--- config.mk ---
export PLATFORM = sky130hd
export DESIGN_NAME = pu_msp430_dbg_hwbrk_ctrl
export DESIGN_NICKNAME = d
export VERILOG_FILES = /design/src/rtl/pu_msp430_dbg_hwbrk_ctrl.sv
export SDC_FILE = /design/constraint.sdc
export NUM_CORES = 1
export LEC_CHECK = 0
export BUFFER_PORTS_ARGS = -buffer_cell sky130_fd_sc_hd__buf_2
export CORE_ASPECT_RATIO = 0.5
export CORE_UTILIZATION = 38
export DETAILED_ROUTE_END_ITERATION = 7
export PLACE_DENSITY = 0.85
export SLEW_MARGIN = 20
export SYNTH_ARGS = -nofsm -noshare
export SYNTH_HDL_FRONTEND = slang
export SYNTH_SLANG_ARGS = --single-unit
export TNS_END_PERCENT = 100
--- constraint.sdc ---
create_clock -name dbg_clk -period 2.4 [get_ports dbg_clk]
set_clock_uncertainty 0.2 [all_clocks]
set_input_delay 0.36 -clock dbg_clk [delete_from_list [all_inputs] [get_ports dbg_clk]]
set_output_delay 0.36 -clock dbg_clk [all_outputs]
set_load 0.02 [all_outputs]
--- src/rtl/pu_msp430_dbg_hwbrk_ctrl.sv ---
// pu_msp430_dbg_hwbrk_ctrl
// Debug-side controller for the hardware breakpoint units:
//   - decodes debug register accesses into per-unit read/write selects,
//   - muxes unit read data and the local BRK_SEQ register,
//   - arbitrates break events, records the cause and runs the halt handshake.
// Optional feature macro: HWBRK_CHAIN_EN (chained trigger sequencing).
// When it is undefined, CHAIN_ON reads 0, STAGE stays 0 and every unit_halt
// is a halting hit.
module pu_msp430_dbg_hwbrk_ctrl #(
    parameter int NUM_BRK = 4
) (
    input  logic                 dbg_clk,
    input  logic                 dbg_rst,
    input  logic [5:0]           dbg_addr,
    input  logic                 dbg_rd,
    input  logic                 dbg_wr,
    input  logic [15:0]          dbg_din,
    input  logic [NUM_BRK-1:0]   unit_halt,
    input  logic [NUM_BRK-1:0]   unit_pnd,
    input  logic [16*NUM_BRK-1:0] unit_dout,
    input  logic                 cpu_halted,
    output logic [4*NUM_BRK-1:0] unit_reg_rd,
    output logic [4*NUM_BRK-1:0] unit_reg_wr,
    output logic [15:0]          ctrl_dout,
    output logic                 halt_req,
    output logic                 brk_pnd
);

    localparam logic [5:0] SEQ_ADDR   = 6'h07;
    localparam logic [1:0] LAST_STAGE = 2'(NUM_BRK - 1);

    typedef enum logic [1:0] {
        ST_IDLE   = 2'b00,
        ST_REQ    = 2'b01,
        ST_HALTED = 2'b10
    } state_t;

    state_t      state_reg;
    state_t      state_next;

    logic [3:0]  halt_vec;
    logic [3:0]  hit_reg;
    logic [1:0]  cause_reg;
    logic        cause_vld_reg;
    logic        chain_on;
    logic [1:0]  stage;
    logic        seq_wr;
    logic        abort;
    logic        halt_hit;
    logic [1:0]  hit_cause;
    logic [15:0] seq_rdata;
    logic        unused_din;

    // Data bits that carry no meaning in BRK_SEQ (bit 0 is ignored when chaining is compiled out).
    assign unused_din = ^{dbg_din[15:11], dbg_din[9:8], dbg_din[3:2], dbg_din[0]};

    assign seq_wr = dbg_wr & (dbg_addr == SEQ_ADDR);
    assign abort  = seq_wr & dbg_din[1];

    // Widen the unit break vector to the fixed 4-slot register layout.
    genvar gi;
    generate
        for (gi = 0; gi < 4; gi++) begin : g_halt_vec
            if (gi < NUM_BRK) begin : g_present
                assign halt_vec[gi] = unit_halt[gi];
            end else begin : g_absent
                assign halt_vec[gi] = 1'b0;
            end
        end
    endgenerate

    // One-hot register selects: unit n register k lives at 0x08 + 4n + k.
    genvar gk;
    generate
        for (gi = 0; gi < NUM_BRK; gi++) begin : g_unit
            for (gk = 0; gk < 4; gk++) begin : g_reg
                localparam logic [5:0] REG_ADDR = 6'(8 + 4 * gi + gk);
                assign unit_reg_rd[4*gi+gk] = dbg_rd & (dbg_addr == REG_ADDR);
                assign unit_reg_wr[4*gi+gk] = dbg_wr & (dbg_addr == REG_ADDR);
            end
        end
    endgenerate

    assign seq_rdata = {5'b0, cause_vld_reg, cause_reg, hit_reg, stage, 1'b0, chain_on};

    // Read data mux; quiet (zero) whenever no read strobe is present.
    always_comb begin
        ctrl_dout = 16'h0000;
        if (dbg_rd) begin
            if (dbg_addr == SEQ_ADDR) begin
                ctrl_dout = seq_rdata;
            end
            for (int i = 0; i < NUM_BRK; i++) begin
                if (dbg_addr[5:2] == 4'(2 + i)) begin
                    ctrl_dout = unit_dout[16*i +: 16];
                end
            end
        end
    end

    assign brk_pnd = (|unit_pnd) | (|hit_reg);

`ifdef HWBRK_CHAIN_EN
    logic       chain_on_reg;
    logic [1:0] stage_reg;

    // Chain sequencing: advance on the current stage's unit, any BRK_SEQ write restarts.
    always_ff @(posedge dbg_clk or posedge dbg_rst) begin
        if (dbg_rst) begin
            chain_on_reg <= 1'b0;
            stage_reg    <= 2'd0;
        end else begin
            if (seq_wr) begin
                chain_on_reg <= dbg_din[0];
                stage_reg    <= 2'd0;
            end else if ((state_reg == ST_IDLE) && chain_on_reg && halt_vec[stage_reg]) begin
                stage_reg <= (stage_reg == LAST_STAGE) ? 2'd0 : stage_reg + 2'd1;
            end
        end
    end

    assign chain_on = chain_on_reg;
    assign stage    = stage_reg;
`else
    assign chain_on = 1'b0;
    assign stage    = 2'd0;
`endif

    // Qualify break events and pick the cause (lowest index wins when unchained).
    always_comb begin
        halt_hit  = 1'b0;
        hit_cause = 2'd0;
        if (chain_on) begin
            halt_hit  = halt_vec[stage] && (stage == LAST_STAGE);
            hit_cause = stage;
        end else begin
            halt_hit = |halt_vec;
            for (int i = 3; i >= 0; i--) begin
                if (halt_vec[i]) begin
                    hit_cause = 2'(i);
                end
            end
        end
    end

    // Sticky HIT mask (set beats clear) and break cause capture.
    always_ff @(posedge dbg_clk or posedge dbg_rst) begin
        if (dbg_rst) begin
            hit_reg       <= 4'h0;
            cause_reg     <= 2'd0;
            cause_vld_reg <= 1'b0;
        end else begin
            hit_reg <= (seq_wr ? (hit_reg & ~dbg_din[7:4]) : hit_reg) | halt_vec;
            if ((state_reg == ST_IDLE) && halt_hit) begin
                cause_reg     <= hit_cause;
                cause_vld_reg <= 1'b1;
            end else if (seq_wr && dbg_din[10]) begin
                cause_vld_reg <= 1'b0;
            end
        end
    end

    // Halt FSM state register.
    always_ff @(posedge dbg_clk or posedge dbg_rst) begin
        if (dbg_rst) begin
            state_reg <= ST_IDLE;
        end else begin
            state_reg <= state_next;
        end
    end

    // Halt FSM next state; abort takes priority over the CPU acknowledge.
    always_comb begin
        state_next = state_reg;
        case (state_reg)
            ST_IDLE: begin
                if (halt_hit) begin
                    state_next = ST_REQ;
                end
            end
            ST_REQ: begin
                if (abort) begin
                    state_next = ST_IDLE;
                end else if (cpu_halted) begin
                    state_next = ST_HALTED;
                end
            end
            ST_HALTED: begin
                if (!cpu_halted) begin
                    state_next = ST_IDLE;
                end
            end
            default: state_next = ST_IDLE;
        endcase
    end

    // Halt FSM output: request is a direct decode of the registered state.
    always_comb begin
        halt_req = (state_reg == ST_REQ);
    end

endmodule

==> results of run 1 <==
## cell type report
class / count / area (um^2)
Fill cell: 287 / 1008
Sequential cell: 9 / 225.2
Tap cell: 48 / 60.06
Clock buffer: 4 / 45.04
Timing Repair Buffer: 149 / 788.3
Inverter: 5 / 18.77
Multi-Input combinational cell: 175 / 1060
## cell families (layout without fill, tap and decap cells)
| group | count (synthesis) | after routing | share of synthesized area (%) |
|---|---|---|---|
| multiplexers | 14 | 14 | 10.60 |
| flip-flops | 9 | 9 | 16.45 |
| AND/OR/NAND/NOR | 97 | 97 | 34.37 |
| buffers and inverters | 17 | 158 | 6.307 |
| AO/OA/AOI/OAI | 64 | 64 | 32.27 |
## routing by layer
metal  GRT usage [%]  up-vias
li1                -     1027
met2           50.87       84
met4           12.00        0
met1           28.06      998
met3           4.664       11
met5               0        -
## layout by cell type (no fill, tap or decap), drive strengths merged, types with 5 or more instances in the layout
cell	instances
buf	148
nor2	51
nand2	16
o22ai	12
o32ai	11
a21oi	10
mux2i	10
a211oi	9
dfrtp	9
o21ai	7
a22oi	7
and2	6
inv	5
a21o	5
## what timing repair did
action	CTS	global route
endpoints found under the setup margin	0	1
resized for setup	0	1
hold buffers	1	0
setup buffers	0	0
hold endpoints to repair	9	0
## final timing paths
check | slack (ps) | end
hold / removal | 140 | hit_reg[0]$_DFF_PP0_
setup reg to reg | 1030 | state_reg[0]$_DFFE_PP0P_
min in group asynchronous | 430 | state_reg[0]$_DFFE_PP0P_
hold reg to reg | 290 | cause_vld_reg$_DFFE_PP0P_
setup / recovery | 120 | ctrl_dout[7]
max in group asynchronous | 1310 | state_reg[1]$_DFFE_PP0P_
## power groups by stage
stage               sequential (W)  combinational (W)  clock, W
detailed placement        0.000223           0.000364         0
global route              0.000226           0.000402  0.000190
floorplan                 0.000214           0.000224         0
global placement          0.000222           0.000351         0
finish                    0.000222           0.000367  0.000182
CTS                       0.000221           0.000367  0.000184
## synthesized netlist by cell type
master    number
nand3b_1       3
or2b_2         1
inv_1          5
o32a_1         2
nor3_1         2
dfrtp_1        9
a211oi_1       9
or2_1          1
buf_2          2
buf_4          5
nand3_2        1
clkbuf_2       1
nor4_1         2
nor4b_4        1
o22ai_1       12
nand3_1        3
a22oi_1        7
clkbuf_1       4
or3b_2         2
nor2_1        51
nand2b_1       3
a21o_1         5
o21a_1         1
mux2i_1       10
o32ai_1       11
mux2_2         4
o21ai_0        7
nand2_1       16
and2_1         6
and2b_2        1
a21oi_1       10
and4_1         1
nor2b_1        3
## through the flow
step	utilization, %	instances	setup slack [ps]
after detailed placement	66.74	385	164.5
after global routing	68.54	390	70.57
after floorplan	-	201	265.2
after CTS	68.46	390	153.9
final	68.54	390	122.7
after global placement	66.74	385	219.8
==> summary by stage, run 1 <==
Status
The flow ran to the end, and the final reports show no timing, DRC or antenna violations.

Power and ir drop
The fraction of power consumed by sequential logic is 28.8%. Cell internal power was estimated by the tool at 0.0004835 W. The net switching power is 0.0002878 W. The design draws 0.0007713 W. The power share of the combinational group is 47.5%.

The analysis attributes to cell leakage a power of 1.130 nW. The maximum vdd drop is 0.3741 mV. The cell area power density is 351.0 nW/um^2. The fraction of power spent switching nets is 37.31%. The fraction of power consumed by the clock network is 23.6%.

Setup path
The gate family responsible for the most delay along the worst path is buffers and inverters. In this design, the critical path's most frequently occurring cell is buf_2. The most critical setup path has its startpoint at dbg_addr[3].

The data arrival at the endpoint of the critical path is 1720 ps. In this design, the stage delay of the slowest critical-path cell is 330 ps. Counting buffers and inverters, the worst setup path is 7 cells deep. The kind of critical path is in2out. The type of origin of the critical path is a primary input.

The critical register-to-register path startpoint is state_reg[0]$_DFFE_PP0P_. The type of destination of the critical path is an output port. In this run the worst path has a maximum fanout of 9. The buffering stage count on the worst path with inverters included is 3. The data required time at the worst endpoint is 1840 ps. The cell with the largest stage delay on the worst path is a211oi_1.

The cell depth of the worst flop-to-flop path is 3. The critical path goes through buf_2 -> buf_4 -> nor2b_1 -> nand2_1 -> o32ai_1 -> a211oi_1 -> buf_2.

Clocking
The total clock sinks is 9. Counting the buffers created by CTS gives 3. The clock tree root driver cell is clkbuf_8. The clock tree from TritonCTS is yes. The clock passes through at most 2 buffers.

The clock reaches the later pin of the worst-skew pair after 240 ps. The H-tree level count is 1. After clock tree synthesis, the clock-pin slew on the worst setup and hold paths is 40 ps.

Global routing
The initial antenna violation count came to 0. The number of global-route vias before repair is 1,897. The global-route wire length before repair is 7879 um. Global routing used 25.99% of the available tracks across all layers. The pin count of the biggest net entering global routing is 28. Global routing finished with a remaining overflow of 0.

Floorplan
The number of ports placed on the die boundary is 149. In this run the horizontal extent of the chip is 86.88 um. The floorplan has 14 rows. The height of the die is 44.44 um. The die footprint is 3861 um^2. The core box area is 3206 um^2. The starting utilization of the core area is 42.70%.

Yosys
The synthesized design devotes to its leading area cell type 16.45% of total area. The cell taking the most area after synthesis is dfrtp_1. During synthesis, Yosys emitted a total of 0 warnings. The cell area after technology mapping is 1369 um^2. After synthesis, the netlist uses 33 different library cells. Counting every net in the synthesized netlist gives 300. The flop and latch count out of synthesis is 9. By area the synthesized netlist is led by dfrtp_1 (16%), nor2_1 (14%), mux2i_1 (7.3%).

After synthesis, flip-flops and latches occupy 16.45% of the total area. Each instance of the synthesized netlist takes up on average 6.810 um^2. The cell count after synthesis came out at 201.

Timing
The worst path uses 94.89% of the clock period. The fmax is 439.1 MHz. The number of endpoints with negative hold slack in the final report was 0. Hold timing on the final database bottoms out at a slack of 137.4 ps. The setup violation total in the final timing report is 0. The actual slew at the worst max-slew pin is 472.6 ps. Setup repair after global routing left no endpoint under its margin. The time the worst path needs with I/O delays and setup is 2277 ps. Summed over all failing endpoints, the final setup total negative slack is 0 ps.

The max-slew headroom at the worst pin is 68.36%. The count of pins over their slew limit is 0.

Min path
The worst hold path startpoint is unit_halt[0]. The depth of the worst hold-timing path is 2. The path category of the worst min-delay check is in2reg.

Drt
The detailed router finished its first iteration with 104 violations. For this block, the routed nets add up to 5357 um of wire. The average via count per standard cell is 5.436. Across all layers, the routed design uses 2,120 vias. The number of detailed-routing iterations run before antenna repair is 4.

The uppermost layer routed is met4. The routed length on met3 is 335 um. The DRC violation count after routing is 0. After detailed routing, the average wire length per cell comes to 13.74 um.

The detailed-routed wire length on met2 is 2739 um. After detailed routing, the wire length on met1 is 2214 um. The antenna violation net count after detailed routing is 0.

Placement
At the end of routability-driven placement, the weighted congestion stood at 0.8376. Once placement finished, the instance area stood at 2140 um^2. The count of input and output buffers is 138. The estimated wirelength of the detail-placed design is 4465 um.

Final layout
The number of antenna diodes in the final layout is 0. The register with the most flip-flops in the layout has 4 of them. The summed area of non-filler cells in the final layout is 2197 um^2. The proportion of layout cells with a drive suffix above 1 is 47.37%. The number of nets in the final layout is 442. The area growth from synthesis to final layout is 60.51%.

Job
The number of max-cap violations is 0.
Power figures use the tool's default switching activity.
==> inputs of run 2 (changes only) <==
Settings changed: RECOVER_POWER set to 100.
==> run 2 against run 1 <==
  * Final area is 2.3% lower
  * Sequential power about the same
  * Critical endpoint unchanged
  * Wire length shrank 0.15%
  * Critical path type unchanged
  * Setup slack improved by 5.6 ps
==> summary by stage, run 2 (synthesis results as in run 1) <==
Floorplan
The height of the die is 44.44 um (unchanged). The horizontal die dimension is 86.88 um (unchanged). The count of standard-cell rows is 14 (unchanged). The core box area is 3206 um^2 (unchanged). The number of ports placed on the die boundary was 149 (unchanged). The starting utilization of the core area is 42.70% (unchanged). The die footprint came to 3861 um^2 (unchanged).

Drt
The number of detailed-routing iterations run before antenna repair came to 4 (unchanged). The average via count per standard cell is 5.428 (-0.14%). The number of vias after detailed routing was 2,117 (-0.14%).

The detail-routed net length per standard cell is 13.72 um (-0.15%). The DRC violation count after routing is 0 (unchanged). The detailed-route wire length is 5349 um (-0.15%). The number of violations reported at the end of detailed-routing iteration 0 is 92 (-12%). The antenna violation net count after detailed routing is 0 (unchanged).

Setup path
The type of origin of the critical path is a primary input. The data required time at the worst endpoint came to 1840 ps (about the same). The cell depth of the worst flop-to-flop path is 3 (unchanged). The worst setup path is captured at an output port. The worst register-to-register path ends at state_reg[0]$_DFFE_PP0P_. The setup path with the least slack is of type in2out.

The minimum setup slack among reg-to-reg paths came to 1030 ps (about the same). The largest driver fanout on the critical path is 9 (unchanged). The data arrival at the endpoint of the critical path is 1710 ps (about the same). The critical register-to-register path startpoint is state_reg[0]$_DFFE_PP0P_.

Timing
The final worst-path cycle share came to 94.65% (-0.23 points). The count of pins over their slew limit is 0 (unchanged). The max-slew headroom at the worst pin is 51.56% (-17 points). The number of endpoints with negative hold slack in the final report came to 0 (unchanged). Setup repair after global routing left no endpoint under its margin. The setup violation total in the final timing report is 0 (unchanged).

The setup TNS is 0 ps (unchanged). The time the worst path needs with I/O delays and setup was 2272 ps (-5.639 ps). The fmax is 440.2 MHz (+0.25%). The actual slew at the worst max-slew pin is 724.7 ps (+252.1 ps).

Final layout
The number of nets in the final layout is 442 (unchanged). The proportion of layout cells with a drive suffix above 1 is 37.43% (-9.9 points). The flip-flop count of the largest register after layout is 4 (unchanged). The antenna diode count is 0 (unchanged). The library cell used most frequently in the layout, excluding fill and tap cells, is buf_2. The area growth from synthesis to final layout is 56.76%. The number of fillers in the final layout came to 313 (+9.1%). The area of the multi-input gates is 1051 um^2 (-0.83%). The summed area of non-filler cells in the final layout is 2146 um^2 (-2.3%). The total area of sequential cells is 225.2 um^2 (unchanged).

In the layout the commonest cells are buf_2 (94), nor2_1 (51), clkbuf_1 (35).

Placement
The area of placed instances is 2140 um^2 (unchanged). The estimated wirelength of the detail-placed design is 4465 um (unchanged). The weighted congestion reported at the end of routability-driven placement is 0.8376 (unchanged). The count of input and output buffers is 138 (unchanged).

Power and ir drop
The cell area power density is 355.7 nW/um^2 (+1.3%). The static leakage is 0.9756 nW (-14%). The maximum vdd drop is 0.3740 mV (about the same).

Min path
The depth of the worst hold-timing path is 2 (unchanged). The startpoint identified for the worst hold timing path is unit_halt[0]. The tightest min-delay check is of the in2reg type. The worst hold path terminates at hit_reg[0]$_DFF_PP0_.

Global routing
The pin count of the biggest net entering global routing is 28 (unchanged). The remaining global-route overflow was 0 (unchanged). The global-route wire length before repair was 7879 um (unchanged).

The initial antenna violation count is 0 (unchanged). The number of global-route vias before repair was 1,897 (unchanged). The global-route usage over all layers is 25.99% (unchanged).

Clocking
The tree is rooted in a clkbuf_8. TritonCTS built the clock tree. The largest buffer count on any clock path is 2 (unchanged). The H-tree level count was 1 (unchanged). The clock insertion delay at the later pin of the skew report came to 240 ps (about the same). The total clock sinks is 9 (unchanged). The clock-pin slew on the worst setup and hold paths is 40 ps (about the same). The number of buffers inserted during clock tree synthesis is 3 (unchanged).

The post-CTS setup-driven buffer insertion count is 0 (unchanged).

Status
The flow ran to the end, and the final reports show no timing, DRC or antenna violations.

Job
The number of max-cap violations is 0 (unchanged).
## run 2: critical path, stage by stage
cell and delay, ps:
buf_2 100, buf_4 150, nor2b_1 150, nand2_1 230, o32ai_1 140, a211oi_1 340
clkbuf_2 230
## run 2: area by class of cell
cell class	instances	share of cell area, %
Inverter	5	0.8746
Multi-Input combinational cell	175	48.98
Tap cell	48	2.799
Sequential cell	9	10.50
Clock buffer	4	2.099
Timing Repair Buffer	149	34.75
## run 2: report_power, final
part,internal (W),switching [W],leakage [nW],total [W]
combinational,0.000175,0.000184,0.860,0.000360
clock,0.000116,0.0000649,0.0228,0.000181
sequential,0.000186,0.0000367,0.0925,0.000222
total,0.000477,0.000286,0.976,0.000763
## run 2: through the flow
| step | total power, W | hold slack [ps] | worst slack (ps) | util [%] | std cells |
|---|---|---|---|---|---|
| after floorplan | 0.0004378 | -12.08 | 265.2 | - | 201 |
| after global placement | 0.0005734 | 120.9 | 219.8 | 66.74 | 385 |
| after detailed placement | 0.0005869 | 142.1 | 164.5 | 66.74 | 385 |
| after CTS | 0.0007719 | 134.1 | 153.9 | 68.46 | 390 |
| after global routing | 0.0008114 | 139.6 | 45.96 | 66.94 | 390 |
| final | 0.0007634 | 136.8 | 128.4 | 66.94 | 390 |
## run 2: worst max path at each step
stage                           start            end  cells past startpoint
after floorplan           dbg_addr[3]  ctrl_dout[10]                      6
after global placement    dbg_addr[3]   ctrl_dout[7]                      7
after detailed placement  dbg_addr[4]  ctrl_dout[14]                      6
after CTS                 dbg_addr[3]   ctrl_dout[4]                      7
after global routing      dbg_addr[2]   ctrl_dout[4]                      7
final                     dbg_addr[3]   ctrl_dout[7]                      7
## run 2: what timing repair did
item                       in CTS  in global routing
hold endpoints to repair        9                  0
resized for setup               0                  1
setup endpoints to repair       0                  1
hold buffers                    1                  0
## run 2: layer usage
metal	vias to the layer above	routed length, um	global-route usage (%)
met1	998	2236	28.06
met4	0	59	12.00
li1	1025	-	-
met2	86	2724	50.87
met5	-	0	0
met3	8	329	4.664
